--- config.mk ---
export PLATFORM = sky130hd
export DESIGN_NAME = reg_10bit_we
export DESIGN_NICKNAME = d
export VERILOG_FILES = /design/src/rtl/reg_10bit_we.sv
export SDC_FILE = /design/constraint.sdc
export NUM_CORES = 1
export LEC_CHECK = 0
export ABC_AREA = 1
export CORE_AREA = 2 2 39 41
export DETAILED_ROUTE_END_ITERATION = 7
export DIE_AREA = 0 0 41 43
export RECOVER_POWER = 25
export SYNTH_ARGS = -nofsm -noshare
export SYNTH_HDL_FRONTEND = slang
export SYNTH_SLANG_ARGS = --single-unit
--- constraint.sdc ---
create_clock -name clk -period 0.8 [get_ports clk]
set_input_delay 0.16 -clock clk [delete_from_list [all_inputs] [get_ports clk]]
set_output_delay 0.16 -clock clk [all_outputs]
set_load 0.01 [all_outputs]
--- src/rtl/reg_10bit_we.sv ---
// Purpose : WIDTH-bit storage cell with write enable and async active-low clear (one register-file entry).
// Latency : one rising clk edge from (wen=1, d) to q; rst=0 clears q immediately.
// Backpres: none; a write is accepted on every enabled edge, and wen=0 simply holds the stored value.
module reg_10bit_we #(
   parameter int unsigned           WIDTH       = 10,
   parameter logic [WIDTH-1:0]      RESET_VALUE = '0
) (
   input  logic             clk,
   input  logic             rst,
   input  logic [WIDTH-1:0] d,
   input  logic             wen,
   output logic [WIDTH-1:0] q
);

   // Storage flops and their next-state value; nothing else holds state.
   logic [WIDTH-1:0] q_q;
   logic [WIDTH-1:0] q_d;

   // Next state: load d when enabled, otherwise recirculate the stored value.
   always_comb begin
      q_d = q_q;
      if (wen) begin
         q_d = d;
      end
   end

   // Capture on the rising edge; reset wins over any write and needs no clock.
   always_ff @(posedge clk or negedge rst) begin
      if (!rst) begin
         q_q <= RESET_VALUE;
      end else begin
         q_q <= q_d;
      end
   end

   // q comes straight off the flops, so d and wen have no combinational path to it.
   assign q = q_q;

endmodule

==> impl_metrics.toml, run 1 <==
[timing]
setup_violations = 12
drv_slew = 0
rsz0062_at_grt = "yes"
fmaxAchievable_mhz = 1056
hold_viol_final = 0
max_slew.worst_pin.slew_ns = 0.5321
setup_ws_ns = -0.1469
whs_ns = 0.3053
min_period_ns = 0.9469
skew_ns = 0
max_slew_margin_pct = 64.52
fin_crit_sh_pct = 118.4

[critical_path]
worstSetupEndpointType = "primary output"
cp_top_family = "flip-flops"
crit_path_max_incr_delay_ns = 0.39
critPathLaunchType = "register"
crit_required_ns = 0.64
crit_arrival_ns = 0.79
critical_path_class = "register to primary output"
cpMaxStageDelayCell = "dfrtp_1"
path_max_fanout = 2
crit_path_cell_trace = "buf_2"
crit_buf_inv = 1

[grt]
overflow = 0
grt_pass1_wl_mm = 1.476
grt.total_usage_pct = 13.22
grt_pass1_vias = 375
grt_max_degree = 11
antenna_found_initial = 0

[die]
core-area_mm2 = 0.001384
die_area_mm2 = 0.001763
rows = 14
start_util_pct = 27.31
io_pins = 23
die_w_um = 41
die_height_um = 43

[route]
vias_per_cell = 4.077
route.detailed.wl_per_inst_um = 10.21
num_vias = 371
drt_iter0_drc = 4
drc_errors = 0
firstDrtPassIters = 2
drt-total-wl_um = 929
ant_nets = 0

[cts]
clk_latency_ns = 0.26
clock-sinks = 10
cts_max_path_buffers = 2
cts_buffers = 3
root_buffer = "clkbuf_4"
clk_pin_slew_ns = 0.07
cts_tree = "built"
htreeDepth = 1
cts_hold_buf = 0

[logic_synthesis]
synth_top_cell_by_area = "dfrtp_1"
synthTopCellsByArea = "dfrtp_1, nand2_1, buf_6, inv_2"
synth_seq_cells = 10
syn_avg_cell_area_um2 = 8.997
synth_fp_nets = 55
ys_types = 4
synth_top_area_share_pct = 66.23
netlist_instances = 42
seq_area_frac_synth_pct = 66.23
yosys_warnings = 0
synth_area_um2 = 377.9

[layout]
areaGrowthSynthToFinish_pct = 77.81
n_fill_cell = 135
final_cell_mix = "nand2_1, clkdlybuf4s50_1, dfrtp_1"
diodes = 0
final_common_cell = "nand2_1"
fin_nets = 89
drive_gt1_share_pct = 33.33
largest_reg_flops = 10

[flow_run]
cap_violations = 0

[run_status]
violations = "setup timing"
status = "finished with violations"

[power_and_ir_drop]
p_leak_nw = 0.3721
vdd_drop_max_uv = 726.0
powerDensity_mw_per_mm2 = 1896

[min_path]
hold_path.class = "input port to register"

[placed_design]
gp_congestion = 0.6293
portBuffers = 22
preCtsSetupSlack_ns = -0.2346
[where the power goes]
group | switching [mW] | internal [mW] | total (mW) | leakage, nW
Sequential | 0.0227 | 0.550 | 0.573 | 0.122
Combinational | 0.108 | 0.144 | 0.252 | 0.229
Clock | 0.173 | 0.276 | 0.449 | 0.0210
[what timing repair did]
item,CTS,global route
endpoints found under the setup margin,10,18
buffers inserted,3,3
pin swaps,0,1
resized for setup,40,7
[per-layer routing]
layer  part of all wire [%]  GRT usage (%)
met5                      0              0
met4                    1.1          10.00
met3                    8.9          4.712
met2                     46          19.69
met1                     44          14.43
[cell type report]
type	count	area (um^2)	area share [%]
flip-flops and latches	10	250.2	37.24
repair buffers	30	239.0	35.57
multi-input cells	30	120.1	17.88
clock buffers	4	36.28	5.400
well taps	16	20.02	2.980
inverters	1	6.256	0.9311
[cells in the mapped netlist]
master,instances
buf_6,1
dfrtp_1,10
inv_2,1
nand2_1,30
[through the flow]
step,util [%],TNS [ns],std cells,area (um^2),total power [mW]
after global routing,48.55,-1.889,91,671.9,1.358
after floorplan,-,0,42,377.9,0.6582
after detailed placement,46.38,-4.477,82,641.9,0.8444
final,48.55,-1.411,91,671.9,1.274
after CTS,47.02,-1.438,89,650.6,1.277
after global placement,46.38,-4.234,82,641.9,0.8404
[cells by family (layout without fill, tap and decap cells)]
kind of cell | count (synthesis) | after routing | share of synthesized area (%)
and+or+nand+nor | 30 | 30 | 29.80
buffers and inverters | 2 | 35 | 3.972
DFF | 10 | 10 | 66.23
[path summary, 6_finish.rpt]
kind                            start    to  slack [ns]  cells past startpoint
worst max-delay path             q[8]  q[8]       -0.15                      1
worst max register to register   q[9]  q[9]       -0.03                      4
worst min-delay path              wen  q[6]        0.31                      4
min in group asynchronous         rst  q[2]        0.32                      2
worst min register to register   q[4]  q[4]        0.47                      2
max in group asynchronous         rst  q[4]        0.13                      2
Power figures use the tool's default switching activity.
==> inputs of run 2 (changes only) <==
CTS_CLUSTER_DIAMETER = 60   (was default)
==> results of run 2 <==
Same layout as run 1: the final DEF is identical, and so are final timing and power.
